**config.mk**
```make
export PLATFORM = sky130hd
export DESIGN_NAME = dma_job_scheduler
export DESIGN_NICKNAME = d
export VERILOG_FILES = /design/src/rtl/dma_job_scheduler.sv
export SDC_FILE = /design/constraint.sdc
export NUM_CORES = 1
export LEC_CHECK = 0
export CAP_MARGIN = 20
export CORE_MARGIN = 2
export CORE_UTILIZATION = 30
export CTS_CLUSTER_SIZE = 10
export DETAILED_ROUTE_END_ITERATION = 12
export PLACE_DENSITY_LB_ADDON = 0.05
export SETUP_SLACK_MARGIN = 0.02
export SLEW_MARGIN = 10
export SYNTH_ARGS = -nofsm -noshare
export SYNTH_HDL_FRONTEND = slang
export SYNTH_SLANG_ARGS = --single-unit
```
**constraint.sdc**
```tcl
create_clock -name clk -period 6.6 [get_ports clk]
set_input_delay 1.32 -clock clk [delete_from_list [all_inputs] [get_ports clk]]
set_output_delay 1.32 -clock clk [all_outputs]
set_load 0.05 [all_outputs]
```
**src/rtl/dma_job_scheduler.sv**
```systemverilog
// DMA job scheduler: buffers (start address, length) jobs and runs them one at a time
// through the partition engine, acknowledging each done and aggregating errors/interrupts.
module dma_job_scheduler #(
   parameter int JOB_D     = 4,
   parameter int JOB_W     = $clog2(JOB_D + 1),
   parameter int AXI_BYTES = 16,
   parameter int TO_W      = 16,
   parameter int CNT_W     = 16
) (
   input  logic             clk,
   input  logic             reset_n,
   input  logic             job_valid,
   output logic             job_ready,
   input  logic [31:0]      job_sa,
   input  logic [31:0]      job_len,
   output logic             cfg_dma_valid,
   input  logic             cfg_dma_ready,
   output logic [31:0]      cfg_dma_sa,
   output logic [31:0]      cfg_dma_len,
   input  logic             dma_irq,
   input  logic [3:0]       dma_err,
   output logic             dma_irq_w1c,
   input  logic [TO_W-1:0]  sch_timeout_cyc,
   output logic             sch_irq,
   input  logic             sch_irq_w1c,
   output logic [3:0]       sch_err,
   output logic [CNT_W-1:0] sch_done_cnt,
   output logic [JOB_W-1:0] sch_pend,
   output logic             sch_busy,
   output logic [2:0]       dbg_state
);

   // Handshakes (job_* and cfg_dma_*): a transfer happens on a rising clk edge where
   // valid and ready are both 1; valid and its payload stay stable until that edge.

   localparam int          PTR_W   = (JOB_D > 1) ? $clog2(JOB_D) : 1;
   localparam logic [31:0] MIN_LEN = AXI_BYTES;

   typedef enum logic [2:0] {
      ST_IDLE  = 3'd0,
      ST_ISSUE = 3'd1,
      ST_WAIT  = 3'd2,
      ST_ACK   = 3'd3,
      ST_HALT  = 3'd4
   } state_t;

   state_t             state_q, state_d;
   logic [PTR_W-1:0]   wr_ptr_q, wr_ptr_d;
   logic [PTR_W-1:0]   rd_ptr_q, rd_ptr_d;
   logic [JOB_W-1:0]   cnt_q, cnt_d;
   logic [31:0]        sa_mem_q  [JOB_D];
   logic [31:0]        sa_mem_d  [JOB_D];
   logic [31:0]        len_mem_q [JOB_D];
   logic [31:0]        len_mem_d [JOB_D];
   logic               ready_q, ready_d;
   logic [TO_W-1:0]    timer_q, timer_d;
   logic [3:0]         err_q, err_d;
   logic               irq_q, irq_d;
   logic               fail_q, fail_d;
   logic [CNT_W-1:0]   done_q, done_d;

   logic               push;
   logic               pop;
   logic               empty;
   logic               set_irq;
   logic [3:0]         set_err;
   logic [31:0]        head_sa;
   logic [31:0]        head_len;
   logic               unused_err3;

   assign unused_err3 = dma_err[3];
   assign head_sa     = sa_mem_q[rd_ptr_q];
   assign head_len    = len_mem_q[rd_ptr_q];
   assign empty       = (cnt_q == '0);
   assign push        = job_valid && ready_q;

   always_comb begin
      state_d   = state_q;
      wr_ptr_d  = wr_ptr_q;
      rd_ptr_d  = rd_ptr_q;
      cnt_d     = cnt_q;
      sa_mem_d  = sa_mem_q;
      len_mem_d = len_mem_q;
      timer_d   = timer_q;
      fail_d    = fail_q;
      done_d    = done_q;
      pop       = 1'b0;
      set_irq   = 1'b0;
      set_err   = 4'b0000;

      case (state_q)
         ST_IDLE: begin
            if (!empty) begin
               // Jobs shorter than one bus beat are retired without touching the engine.
               if (head_len < MIN_LEN) begin
                  pop    = 1'b1;
                  done_d = done_q + CNT_W'(1);
               end else begin
                  state_d = ST_ISSUE;
               end
            end
         end
         ST_ISSUE: begin
            if (cfg_dma_ready) begin
               pop     = 1'b1;
               timer_d = '0;
               state_d = ST_WAIT;
            end
         end
         ST_WAIT: begin
            if (timer_q != '1) begin
               timer_d = timer_q + TO_W'(1);
            end
            // Timeout only flags the job; the engine is left to finish on its own.
            if ((sch_timeout_cyc != '0) && (timer_q == sch_timeout_cyc - TO_W'(1))) begin
               set_err[3] = 1'b1;
            end
            if (dma_irq) begin
               set_err[2:0] = dma_err[2:0];
               fail_d       = |dma_err[2:0];
               state_d      = ST_ACK;
            end
         end
         ST_ACK: begin
            done_d = done_q + CNT_W'(1);
            if (fail_q) begin
               set_irq = 1'b1;
               state_d = ST_HALT;
            end else begin
               set_irq = empty;
               state_d = ST_IDLE;
            end
         end
         ST_HALT: begin
            if (sch_irq_w1c) begin
               state_d = ST_IDLE;
            end
         end
         default: begin
            state_d = ST_IDLE;
         end
      endcase

      if (push) begin
         sa_mem_d[wr_ptr_q]  = job_sa;
         len_mem_d[wr_ptr_q] = job_len;
         wr_ptr_d            = wr_ptr_q + PTR_W'(1);
      end
      if (pop) begin
         rd_ptr_d = rd_ptr_q + PTR_W'(1);
      end
      if (push && !pop) begin
         cnt_d = cnt_q + JOB_W'(1);
      end else if (!push && pop) begin
         cnt_d = cnt_q - JOB_W'(1);
      end
      ready_d = (cnt_d != JOB_W'(JOB_D));

      // A clear and a new set in the same cycle: the set survives.
      irq_d = (irq_q && !sch_irq_w1c) || set_irq;
      err_d = (sch_irq_w1c ? 4'b0000 : err_q) | set_err;
   end

   always_ff @(posedge clk or negedge reset_n) begin
      if (!reset_n) begin
         state_q  <= ST_IDLE;
         wr_ptr_q <= '0;
         rd_ptr_q <= '0;
         cnt_q    <= '0;
         ready_q  <= 1'b0;
         timer_q  <= '0;
         err_q    <= 4'b0000;
         irq_q    <= 1'b0;
         fail_q   <= 1'b0;
         done_q   <= '0;
         for (int i = 0; i < JOB_D; i++) begin
            sa_mem_q[i]  <= '0;
            len_mem_q[i] <= '0;
         end
      end else begin
         state_q   <= state_d;
         wr_ptr_q  <= wr_ptr_d;
         rd_ptr_q  <= rd_ptr_d;
         cnt_q     <= cnt_d;
         ready_q   <= ready_d;
         timer_q   <= timer_d;
         err_q     <= err_d;
         irq_q     <= irq_d;
         fail_q    <= fail_d;
         done_q    <= done_d;
         sa_mem_q  <= sa_mem_d;
         len_mem_q <= len_mem_d;
      end
   end

   assign job_ready     = ready_q;
   assign cfg_dma_valid = (state_q == ST_ISSUE);
   assign cfg_dma_sa    = cfg_dma_valid ? head_sa : 32'd0;
   assign cfg_dma_len   = cfg_dma_valid ? head_len : 32'd0;
   assign dma_irq_w1c   = (state_q == ST_ACK);
   assign sch_irq       = irq_q;
   assign sch_err       = err_q;
   assign sch_done_cnt  = done_q;
   assign sch_pend      = cnt_q;
   assign sch_busy      = (state_q != ST_IDLE) || !empty;
   assign dbg_state     = state_q;

endmodule

```
# Word level (Yosys, flattened, before mapping)
# Cells that the tools add are included.
# W data, S select, Z words.
# totals
regBits	305
inputBits	90
output_inout_bits	95
word_cells	106
# op_classes
addsub	7
magnitude_cmp	4
eq_ne	14
n_mux	37
bitwise	3
n_reduce_logical	23
# op_table
operator	count
$bwmux W128	2
$mux W32	7
$bmux W32 S2	2
$demux W32 S2	1
$mux W16	4
$pmux W16 S2	2
$add A16 B1 Y16 const B	2
$lt A32 B5 Y1 const B	1
$mux W3	9
$eq A16 B16 Y1	1
$ne A16 B16 Y1 const B	1
$reduce_bool A16 Y1	1
$sub A16 B1 Y16 const B	1
$pmux W3 S5	1
$ne A2 B2 Y1 const B	6
$mux W4	2
$eq A3 B2 Y1 const B	2
$ge A3 B3 Y1 const B	2
$logic_and A1 B1 Y1	6
$logic_not A3 Y1	2
$mux W1	6
$not A2 Y3	2
$reduce_and A3 Y1	2
$reduce_and A5 Y1	1
other kinds (16)	22

# Longest topological paths before layout
# Gate-level depths: netlist of run 1.
# depth
depth_word	12
ltp_mapped	9
ltp_nobuf	9

# Least setup slack after synthesis of run 1
# No wires, ideal clock.
# synth_path
kind	reg2out
from	register rd_ptr_q[0]
to	output port cfg_dma_sa[17]
arrival_ps	2645
required_time_ps	5280
setup_slack_ps	2635
path_stages_with_launch	7
path_buffers	4
cell_sequence	dfrtp_1 > buf_6 > buf_6 > buf_1 > buf_1 > mux4_2 > and2_1
# synth_between
elab_chain_len	5
# synth_lines
element	line	rtl
start, declared	49	logic [PTR_W-1:0] rd_ptr_q, rd_ptr_d;
start signal, assigned	183	rd_ptr_q <= rd_ptr_d;
$not A2 Y3 (implied by the code)	72	assign head_sa = sa_mem_q[rd_ptr_q];
$bmux W32 S2	72	
$mux W32 (implied by the code) (2 in a row)	72	
$mux W32	198	assign cfg_dma_sa = cfg_dma_valid ? head_sa : 32'd0;
end, declared	18	output logic [31:0] cfg_dma_sa,
# Every way passes these cells. The select of a mux whose other input is x is not followed.

# Final worst setup path of run 1
# layout_path
from	register rd_ptr_q[0]
to	output port cfg_dma_sa[20]
# Same word-level chain as after synthesis.

==> results of run 1 <==
## area by class of cell
type,instances,area share
clock inverter,4,0.00132
antenna,1,0.000139
clock buffer,58,0.0619
multi-input combinational,629,0.359
tap,615,0.0427
inverter,17,0.00354
sequential,305,0.424
timing repair buffer,192,0.108
## where the power goes
part / internal (µW) / leakage (µW) / switching (µW) / total [µW]
logic: 2210 / 0.00320 / 2320 / 4530
clock network: 1160 / 0.000561 / 794 / 1950
registers: 2750 / 0.00367 / 589 / 3340
total: 6120 / 0.00743 / 3700 / 9820
## routing by layer
metal / global-route usage / vias to the layer above / share of wire
met1: 0.206 / 4553 / 0.46
li1: - / 4001 / -
met3: 0.0385 / 53 / 0.051
met4: 0.0394 / 4 / 0.020
met2: 0.247 / 158 / 0.47
met5: 0 / - / 0.00070
## cells by family (layout without fill, tap and decap cells)
logic type	count (synthesis)	after routing	share of synthesized area
buffers and inverters	68	271	0.0189
AO/OA/AOI/OAI	31	31	0.0157
multiplexers	323	323	0.308
flip-flops	305	305	0.532
adder cells (fa/ha/maj)	11	11	0.00942
AND/OR/NAND/NOR	203	203	0.0792
other	0	1	0
XOR/XNOR	61	61	0.0372
## stage by stage
step / hold WS [ps] / utilization
floorplan: 461 / -
CTS: 475 / 0.380
global route: 489 / 0.380
finish: 476 / 0.380
detailed placement: 465 / 0.356
global placement: 458 / 0.356
## cells in the mapped netlist (all sizes together), types with 3 or more instances
master	instances
nor2b	5
and3	5
nor3b	3
nand3	14
xnor2	34
nor4	11
mux4	64
mux2	257
nand4	9
o21ai	13
ha	10
or3	5
xor2	27
and2	68
inv	17
nand2b	4
dfrtp	305
clkbuf	39
nor3	17
buf	12
nor2	28
nand2	31
a21oi	3
## flip-flops by register name, indices dropped and copies added (netlist names)
| register | cells |
|---|---|
| sch_irq | 1 |
| job_ready | 1 |
| wr_ptr_q | 2 |
| sa_mem_q | 128 |
| timer_q | 16 |
| fail_q | 1 |
| sch_err | 4 |
| sch_pend | 3 |
| dbg_state | 3 |
| sch_done_cnt | 16 |
| len_mem_q | 128 |
| rd_ptr_q | 2 |
## final timing paths
kind / endpoint / slack (ps) / cells past startpoint
setup / recovery: cfg_dma_sa[20] / 1880 / 4
hold / removal: sch_done_cnt[15] / 480 / 1
setup reg to reg: sch_done_cnt[15] / 2720 / 7
hold reg to reg: sch_done_cnt[15] / 480 / 1
max in group asynchronous: len_mem_q[1] / 4660 / 2
min in group asynchronous: sch_err[0] / 810 / 1
## critical path, stage by stage, from the launching register on
cell and delay, ps:
dfrtp_4 1060, buf_12 340, mux4_2 560, and2_1 180
clkdlybuf4s50_1 690
==> metrics.txt, run 1 <==
status completed; EDFF count, synth 0; Critical Path Start rd_ptr_q[0]; critical path launch point type flop; area grow syn2layout 25.7%; CP endpoint kind primary output; Critical Path RT 5280 ps; post-DP HPWL 22400 µm; vias just under 9000; Yosys reg bits ~310; vias in the first global route 9562; unrepaired setup endpoints after global routing no; final antenna-violating net count 0; initial antenna violation count 3; fill cell count 4675; post_cts resized 0; Seq. cell area around 7600 µm²; gpl congestion 0.711; sequential share of the synthesized area 0.532; design area 18000 µm²; Avg WL per Cell 20.3 µm; Initial DRC Count 347; Starting Density 0.302; most frequent cells in the layout dfrtp_1 (303), mux2_2 (257), clkdlybuf4s50_1 (182); CP Class reg2out; RR Startpoint rd_ptr_q[0]; Tightest Hold Check Type reg2reg; VDD IR-drop max around 0.28 mV; CTS tree yes; Final Worst Setup Slack ~1900 ps; top_reg_cell synth dfrtp_1; Die Wd 223 µm; setup violators final 0; largest net degree at the start of global routing 116; clock-pin slew on the worst setup and hold paths roughly 60 ps; Max Root-Sink Buffers 3; first-pass GRT wire length 58300 µm; syn_area_per_cell 14.3 µm²; GR Overflow Total 0; Num CTS Buffers 39; Pre-antenna DRT Iters 6; Die Ht 223 µm; Finished Layout Cells 1821; Yosys warnings 0; asr flop ratio synth 1.00; multi-input logic area 6480 µm²; num ports 185; residual DRC count 0; H-tree levels 2; Max Fclk approximately 210 MHz; layout cells sized above 1 0.318; CTS sink cnt ~310; leakage 0.00743 µW; Post-Syn Area ~14000 µm²; distinct cell type count after synthesis 49; PD cells 544 nW/µm²; nets 1284; total power draw 9820 µW; port bufs between 150 and 200; Worst-Skew Late Latency 540 ps; Placed Cells incl. Taps 1758; Via-to-Cell Ratio 4.82; Core Rows 80; largest cells by area after synthesis dfrtp_1 (53%), mux2_2 (20%), mux4_2 (7.7%); Yosys top cell area share 0.532; Slew HR 0.333; worst endpoint data arrival time roughly 3400 ps; clock skew ~12 ps; Core Area 47400 µm²; gr usage total 0.153; worst slack, placed about 2300 ps; Post-Syn Nets 1102; total negative slack 0 ps; commonest non-fill, non-tap cell in the layout dfrtp_1; minimum clock period 4720 ps; hold wc startpoint sch_done_cnt[15]; Final Cycle Share 0.715; largest area contributor in the netlist dfrtp_1; Root Buffer clkbuf_16; Mapped Cells 1002; Slew Limit Fails 0; drt total wl 37100 µm; Worst-Margin Slew roughly 1000 ps; Post-CTS Repair Setup Buffers 0; max cap viols 0; Hold Fails Final Rpt 0; die area about 50000 µm²; Placed Area around 17000 µm²; crit-path max FO 43; # hold bufs at CTS 0
Note: power is estimated with default switching activity, not from simulation.
==> run 2, diff against run 1 <==
==> constraint.sdc (replaced) <==
create_clock -name clk -period 4.6 [get_ports clk]
set_input_delay 0.92 -clock clk [delete_from_list [all_inputs] [get_ports clk]]
set_output_delay 0.92 -clock clk [all_outputs]
set_load 0.05 [all_outputs]
==> run 2 against run 1 <==
Compared with the run above: design area increased by 0.93%; critical path depth is the same; worst hold slack lost 67 ps; clock-buffer cell count decreased by 1; worst setup slack lost 1300 ps; via count decreased by 0.25%; sequential share of layout area fell by 0.39 points; clock power up 46%; combinational power grew 48%; critical endpoint is now cfg_dma_len[7]; highest routed layer is now met4.
==> metrics.txt, run 2 (synthesis results as in run 1) <==
status completed; Worst Path Buf+Inv 2 (unchanged); Core Rows 80 (unchanged); PD cells 783 nW/µm² (+44%); setup violators final 0 (unchanged); initial antenna violation count 1 (-2); leakage 0.00751 µW (+1.1%); most frequent cells in the layout dfrtp_1 (303), mux2_2 (257), clkdlybuf4s50_1 (182); Worst-Margin Slew 900 ps (-100 ps); final antenna-violating net count 0 (unchanged); GR Overflow Total 0 (unchanged); Num CTS Buffers 39 (unchanged); Regs by FF count len_mem_q: 128 flops, sa_mem_q: 128 flops; Hold Fails Final Rpt 0 (unchanged); port bufs 183 (unchanged); peak per-stage delay on the critical path 700 ps (-360 ps); Avg WL per Cell 20.4 µm (+0.48%); Slew HR 0.391 (+0.0574); drt total wl 37400 µm (+0.81%); critical path launch point type flop; clock-pin slew on the worst setup and hold paths 50 ps (about the same); gpl congestion 0.706 (-0.68%); H-tree levels 2 (unchanged); clock skew 16.5 ps (+4.93 ps); CTS sink cnt 305 (unchanged); CP endpoint kind primary output; Die Wd 223 µm (unchanged); layout cells sized above 1 0.321 (+0.00338); Post-CTS Repair Setup Buffers 0 (unchanged); Critical Path RT 3680 ps (-1600 ps); Via-to-Cell Ratio 4.79 (-0.58%); Tightest Hold Check Type in2async; residual DRC count 0 (unchanged); nets 1289 (+0.39%); num ports 185 (unchanged); RR Startpoint rd_ptr_q[0]; first-pass GRT wire length 58400 µm (about the same); gr usage total 0.154 (+0.000714); # hold bufs at CTS 0 (unchanged); area grow syn2layout 26.9%; CP Class reg2out; Root Buffer clkbuf_16; unrepaired setup endpoints after global routing no; Pre-antenna DRT Iters 4 (-2); CP delay by family, top buffers and inverters; post_cts resized 0 (unchanged); Max Root-Sink Buffers 3 (unchanged); worst slack, placed 894 ps (-1450 ps); largest net degree at the start of global routing 96 (-17%); total negative slack 0 ps (unchanged); vias 8747 (-0.25%); Initial DRC Count 386 (+11%); Final Worst Setup Slack 558 ps (-1320 ps); commonest non-fill, non-tap cell in the layout dfrtp_1; max cap viols 0 (unchanged); die area 49600 µm² (unchanged); hold_ws 409 ps (-67.1 ps); Core Area 47400 µm² (unchanged); worst endpoint data arrival time 3120 ps (-280 ps); Slew Limit Fails 0 (unchanged); CTS tree yes; worst-path cell chain buf_12, mux4_1, and2_1, clkdlybuf4s50_1; Die Ht 223 µm (unchanged); crit-path max FO 22 (-49%); Starting Density 0.302 (unchanged); Worst-Skew Late Latency 550 ps (about the same); Critical-path top delay cell clkdlybuf4s50_1; Final Cycle Share 0.879; Max Fclk between 200 and 250 MHz; Critical Path Start rd_ptr_q[0]; minimum clock period 4040 ps; vias in the first global route 9587 (+0.26%); VDD IR-drop max 0.344 mV (+24%); post-DP HPWL 22800 µm (+1.7%)
run 2: changes by cell type in the layout (fill, tap and decap cells not counted), sizes merged:
| cell | before | now |
|---|---|---|
| clkbuf | 58 | 57 |
| buf | 10 | 15 |
| clkinv | 3 | 5 |
run 2: where the power goes:
| group | internal (µW) | switching (µW) |
|---|---|---|
| Sequential | 3950 | 756 |
| Combinational | 3240 | 3460 |
| Clock | 1690 | 1160 |
run 2: final cells by class:
class | instances | area [µm²]
Sequential cell | 305 | 7640
Multi-Input combinational cell | 629 | 6480
Inverter | 17 | 63.8
Clock buffer | 57 | 1130
Clock inverter | 6 | 45.0
Tap cell | 615 | 769
Fill cell | 4639 | 29200
Timing Repair Buffer | 197 | 2080
Antenna cell | 1 | 2.50
run 2: through the flow:
stage                     cells  utilization  cell area [µm²]  power (µW)
after floorplan            1002            -            14300        9360
after global placement     1763        0.359            17000       11500
after detailed placement   1763        0.359            17000       11600
after CTS                  1826        0.384            18200       14600
after global routing       1826        0.384            18200       15100
final                      1827        0.384            18200       14300
run 2: worst paths after layout:
kind | end | slack (ps) | cells after the start
setup / recovery | cfg_dma_len[7] | 560 | 4
setup reg to reg | job_ready | 940 | 8
max in group asynchronous | len_mem_q[11] | 3130 | 2
hold / removal | sch_done_cnt[14] | 410 | 1
hold reg to reg | sch_done_cnt[15] | 470 | 1
min in group clk | sch_done_cnt[15] | 470 | 1
run 2: layer usage:
layer | up-vias | track usage | routed length (µm)
met5 | - | 0 | 0
met4 | 0 | 0.0485 | 783
met3 | 49 | 0.0331 | 1630
met2 | 152 | 0.245 | 17400
met1 | 4536 | 0.210 | 17600
li1 | 4010 | - | -
